===== src/rtl/fifo_flush_sched.sv =====
// Round-robin scheduler sharing one flush-read FIFO among NUM_REQ requesters.
// Define FLUSH_EMPTY_BYPASS_EN to skip the flush and return 32'hCCCC_CCCC when the FIFO is empty at grant.
module fifo_flush_sched #(
    parameter int NUM_REQ     = 4,
    parameter int CAPTURE_DLY = 2,
    parameter int GAP_CYC     = 1
) (
    input  logic               clk,
    input  logic               reset,
    input  logic [NUM_REQ-1:0] req_i,
    input  logic [NUM_REQ-1:0] resp_ready_i,
    output logic [NUM_REQ-1:0] resp_valid_o,
    output logic [31:0]        resp_data_o,
    output logic [NUM_REQ-1:0] grant_o,
    output logic               busy_o,
    output logic               fifo_flush_o,
    input  logic [31:0]        fifo_rd_data_i,
    input  logic               fifo_empty_i,
    output logic [15:0]        flush_cnt_o
);
    localparam int IW = (NUM_REQ > 1) ? $clog2(NUM_REQ) : 1;
    localparam int CW = 16;
    localparam logic [NUM_REQ-1:0] ONE = {{(NUM_REQ-1){1'b0}}, 1'b1};

    typedef enum logic [1:0] {IDLE, FLUSH, RESP, GAP} state_t;

    state_t             state, state_nxt;
    logic [IW-1:0]      rr_ptr, rr_ptr_nxt;
    logic [IW-1:0]      own_idx, own_idx_nxt;
    logic [NUM_REQ-1:0] grant_nxt;
    logic [31:0]        data_nxt;
    logic [CW-1:0]      cnt, cnt_nxt;
    logic [15:0]        flush_cnt_nxt;
    logic               pick_found;
    logic [IW-1:0]      pick_idx;
    logic [IW-1:0]      cand;

`ifndef FLUSH_EMPTY_BYPASS_EN
    logic unused_empty;
    assign unused_empty = fifo_empty_i;
`endif

    // First requester at or above the RR pointer, wrapping around.
    always_comb begin
        pick_found = 1'b0;
        pick_idx   = '0;
        cand       = '0;
        for (int i = 0; i < NUM_REQ; i++) begin
            cand = IW'((int'(rr_ptr) + i) % NUM_REQ);
            if (!pick_found && req_i[cand]) begin
                pick_found = 1'b1;
                pick_idx   = cand;
            end
        end
    end

    assign busy_o = (state != IDLE);

    always_comb begin
        state_nxt     = state;
        rr_ptr_nxt    = rr_ptr;
        own_idx_nxt   = own_idx;
        grant_nxt     = grant_o;
        data_nxt      = resp_data_o;
        cnt_nxt       = cnt;
        flush_cnt_nxt = flush_cnt_o;
        fifo_flush_o  = 1'b0;
        resp_valid_o  = '0;
        case (state)
            IDLE: begin
                if (pick_found) begin
                    grant_nxt   = ONE << pick_idx;
                    own_idx_nxt = pick_idx;
                    cnt_nxt     = '0;
`ifdef FLUSH_EMPTY_BYPASS_EN
                    if (fifo_empty_i) begin
                        data_nxt  = 32'hCCCC_CCCC;
                        state_nxt = RESP;
                    end else begin
                        state_nxt = FLUSH;
                    end
`else
                    state_nxt = FLUSH;
`endif
                end
            end
            FLUSH: begin
                fifo_flush_o = 1'b1;
                cnt_nxt      = cnt + 1'b1;
                if (cnt == CW'(CAPTURE_DLY)) begin
                    data_nxt  = fifo_rd_data_i;
                    state_nxt = RESP;
                end
            end
            RESP: begin
                resp_valid_o = grant_o;
                if (|(resp_ready_i & grant_o)) begin
                    if (flush_cnt_o != 16'hFFFF)
                        flush_cnt_nxt = flush_cnt_o + 1'b1;
                    rr_ptr_nxt = (own_idx == IW'(NUM_REQ-1)) ? '0 : own_idx + 1'b1;
                    grant_nxt  = '0;
                    cnt_nxt    = '0;
                    state_nxt  = GAP;
                end
            end
            GAP: begin
                // Flush must stay low long enough for the FIFO to re-arm.
                if (cnt == CW'(GAP_CYC-1))
                    state_nxt = IDLE;
                else
                    cnt_nxt = cnt + 1'b1;
            end
            default: state_nxt = IDLE;
        endcase
    end

    always_ff @(posedge clk or negedge reset) begin
        if (!reset) begin
            state       <= IDLE;
            rr_ptr      <= '0;
            own_idx     <= '0;
            grant_o     <= '0;
            resp_data_o <= '0;
            cnt         <= '0;
            flush_cnt_o <= '0;
        end else begin
            state       <= state_nxt;
            rr_ptr      <= rr_ptr_nxt;
            own_idx     <= own_idx_nxt;
            grant_o     <= grant_nxt;
            resp_data_o <= data_nxt;
            cnt         <= cnt_nxt;
            flush_cnt_o <= flush_cnt_nxt;
        end
    end
endmodule


===== config.mk =====
export PLATFORM = sky130hd
export DESIGN_NAME = fifo_flush_sched
export DESIGN_NICKNAME = d
export VERILOG_FILES = /design/src/rtl/fifo_flush_sched.sv
export SDC_FILE = /design/constraint.sdc
export NUM_CORES = 1
export LEC_CHECK = 0
export BUFFER_PORTS_ARGS = -buffer_cell sky130_fd_sc_hd__buf_2
export CELL_PAD_IN_SITES_DETAIL_PLACEMENT = 1
export CELL_PAD_IN_SITES_GLOBAL_PLACEMENT = 1
export CORE_UTILIZATION = 43
export DETAILED_ROUTE_END_ITERATION = 6
export GPL_ROUTABILITY_DRIVEN = 0
export GPL_TIMING_DRIVEN = 0
export PLACE_DENSITY = 0.87
export SETUP_SLACK_MARGIN = 0.1
export SYNTH_ARGS = -nofsm -noshare
export SYNTH_HDL_FRONTEND = slang
export SYNTH_SLANG_ARGS = --single-unit

===== constraint.sdc =====
create_clock -name clk -period 4.2 [get_ports clk]
set_input_delay 0.21 -clock clk [delete_from_list [all_inputs] [get_ports clk]]
set_output_delay 0.21 -clock clk [all_outputs]
set_load 0.03 [all_outputs]

==> flow_summary.json <==
{
  "num-nets-final": 475,
  "layout-drive-gt1-share": 0.389,
  "rows": 32,
  "dp_hpwl_um": 6760,
  "setup_viol": 0,
  "num_vias": 2907,
  "antenna_cells": 0,
  "multi_input_comb_area_sq_mm": 0.00161,
  "final_area_sq_mm": 0.00440,
  "met2_usage": 0.398,
  "yosysTopAreaCell": "dfrtp_1",
  "rsz0062_at_grt": "false",
  "status": "finished clean",
  "ys_ff_latch": 74,
  "grt_antenna_before_repair": 0,
  "port_buffers": 99,
  "rrSetupSlack_ps": 1780,
  "p_per_area_mw_per_mm2": 285,
  "track_usage": 0.229,
  "initial_utilization": 0.452,
  "grt_max_degree": 59,
  "yosysWarningCount": 0,
  "vias_per_cell": 5.50,
  "synthCells": 310,
  "seqCellArea_sq_mm": 0.00185,
  "crit_type": "flip-flop to flip-flop",
  "cts_num_sinks": 74,
  "dpl_cell_area_sq_mm": 0.00422,
  "synth_enable_flop_cells": 0,
  "ys.flop_type": "dfrtp_1",
  "hold_viol_final": 0,
  "whs_path_depth": 2,
  "io_pins": 101,
  "fill_cells": 887,
  "hold_path_class": "primary input to flip-flop",
  "cts_tree": "yes",
  "slew_violations": 0,
  "drt_iter0_drc": 109,
  "seq_area_frac_synth": 0.520,
  "critPathArrivalTime_ps": 2670,
  "drt-pass1-iter-count": 4,
  "use_met3": 0.0341,
  "gr-total-overflow": 0,
  "drv_cap": 0,
  "grt_pass1_vias": 3134,
  "min_period_ps": 2420,
  "critPathMaxFanout": 10,
  "busiest_layer": "met2",
  "core_sq_mm": 0.00789,
  "synthesis.area_sq_mm": 0.00356,
  "clk-insertion-delay-late_ps": 350,
  "yosys.cell_types.count": 45,
  "synth_most_common_cell": "dfrtp_1",
  "cts.clk_slew.worst_paths_ps": 80,
  "cp.required_ps": 4440,
  "endpoint_kind": "flip-flop",
  "cts_buffers": 9,
  "finalCritPeriodShare": 0.577,
  "fin_skew_ps": 8.01,
  "worstMarginPinSlew_ps": 737,
  "wl_um": 9060,
  "whs_endpoint": "resp_data_o[4]",
  "cts_buffer_depth": 2,
  "syn_nets": 363,
  "reg2reg_from": "state[0]",
  "ys_top_cells_by_area": "dfrtp_1, mux2_2, ha_1, o21ai_0, nand2_1",
  "ys_async_sr_fraction": 1.00,
  "h-tree-depth": 3,
  "grt_pass1_wl_um": 15400,
  "syn_to_final_growth_pct": 23.4,
  "min_from": "fifo_rd_data_i[4]",
  "timing.rr.end": "cnt[5]",
  "dieArea_sq_mm": 0.00865,
  "finalSetupTns_ps": 0,
  "p_leak_nw": 2.27,
  "root_buffer": "clkbuf_8",
  "cts_setup_buffers": 0,
  "routedWlPerCell_um": 17.1,
  "synth_common_cells": "dfrtp_1, mux2_2, nand2_1",
  "startpoint_type": "flip-flop",
  "synth_top_cell_area_share": 0.520,
  "rr_worst_depth": 7,
  "use_met1": 0.282,
  "post_cts_resized": 0,
  "slew_headroom": 0.503,
  "avgSynthCellArea_sq_um": 11.5,
  "die-width_um": 93.0,
  "peakVddDrop_v": 0.000150,
  "drc": 0,
  "fp.dieH_um": 93.0,
  "ant_nets": 0,
  "fmax_ghz": 0.412
}
==> worst max-delay path, stage by stage, from the launching register on <==
cell and delay (ps):
dfrtp_1 410, inv_1 110, ha_1 220, clkbuf_1 210
a32oi_1 400, o21ai_0 380, buf_2 310, o31ai_1 280
==> cell usage in the layout (no fill, tap or decap), types with 7 or more instances in the layout <==
cell type,count
o21ai_0,22
a21oi_1,9
o31ai_1,10
nor2_1,17
xor2_1,7
buf_2,99
nand3_1,12
inv_1,9
clkbuf_1,7
mux2_2,34
clkbuf_8,10
nand2_1,23
dfrtp_1,74
xnor2_1,7
ha_1,10
==> power breakdown <==
| group | internal [mW] | leakage (nW) | total [mW] | switching, mW |
|---|---|---|---|---|
| sequential | 0.712 | 1.01 | 0.712 | 0 |
| combinational | 0.0189 | 1.17 | 0.0436 | 0.0247 |
| clock | 0.231 | 0.0868 | 0.496 | 0.265 |
==> registers in the layout, summed over array words and instances, names as in the netlist <==
| name | flops |
|---|---|
| cnt | 16 |
| state | 2 |
| own_idx | 2 |
| resp_data_o | 32 |
| flush_cnt_o | 16 |
| rr_ptr | 2 |
| grant_o | 4 |
==> kinds of logic (layout without fill, tap and decap cells) <==
group | after synthesis | after routing | synth area share
and+or+nand+nor | 91 | 91 | 0.141
DFF | 74 | 74 | 0.520
AOI/OAI and AO/OA | 64 | 64 | 0.121
muxes | 38 | 38 | 0.119
buffers and inverters | 19 | 136 | 0.0288
xor gates and xnor gates | 14 | 14 | 0.0344
adders and majority gates | 10 | 10 | 0.0351
==> timing repair <==
action,in CTS,in global routing
setup endpoints to repair,0,0
endpoints found under the hold margin,16,0
hold buffers,1,0
==> how the worst max path moves through the flow <==
stage	slack [ps]	to	from	cells past startpoint
2_1_floorplan	2310	flush_cnt_o[15]	grant_o[2]	6
3_3_place_gp	1910	cnt[11]	state[0]	7
3_5_place_dp	1810	cnt[5]	state[0]	7
4_1_cts	1780	cnt[5]	state[0]	7
5_1_grt	1590	cnt[15]	state[0]	7
6_report	1780	cnt[5]	state[0]	7
==> through the flow <==
step / hold WS [ps] / worst slack [ps] / power, mW / cells / utilization
2_1_floorplan: -85.6 / 2310 / 0.730 / 310 / -
3_3_place_gp: 436 / 1910 / 0.765 / 511 / 0.531
3_5_place_dp: 106 / 1810 / 0.770 / 512 / 0.534
4_1_cts: 67.9 / 1780 / 1.26 / 529 / 0.557
5_1_grt: 68.8 / 1590 / 1.30 / 529 / 0.557
6_report: 85.4 / 1780 / 1.25 / 529 / 0.557
==> layout make-up <==
class,instances,area share
Sequential cell,74,0.421
Multi-Input combinational cell,217,0.366
Timing Repair Buffer,101,0.122
Clock buffer,12,0.0330
Tap cell,102,0.0290
Buffer,10,0.0157
Inverter,9,0.00768
Clock inverter,4,0.00598
==> per-layer routing <==
metal	part of all wire	wire, um	vias to the layer above
li1	-	-	1355
met1	0.43	3920	1454
met2	0.51	4650	85
met3	0.038	343	13
met4	0.017	151	0
met5	0	0	-
Note: power is estimated with default switching activity, not from simulation.
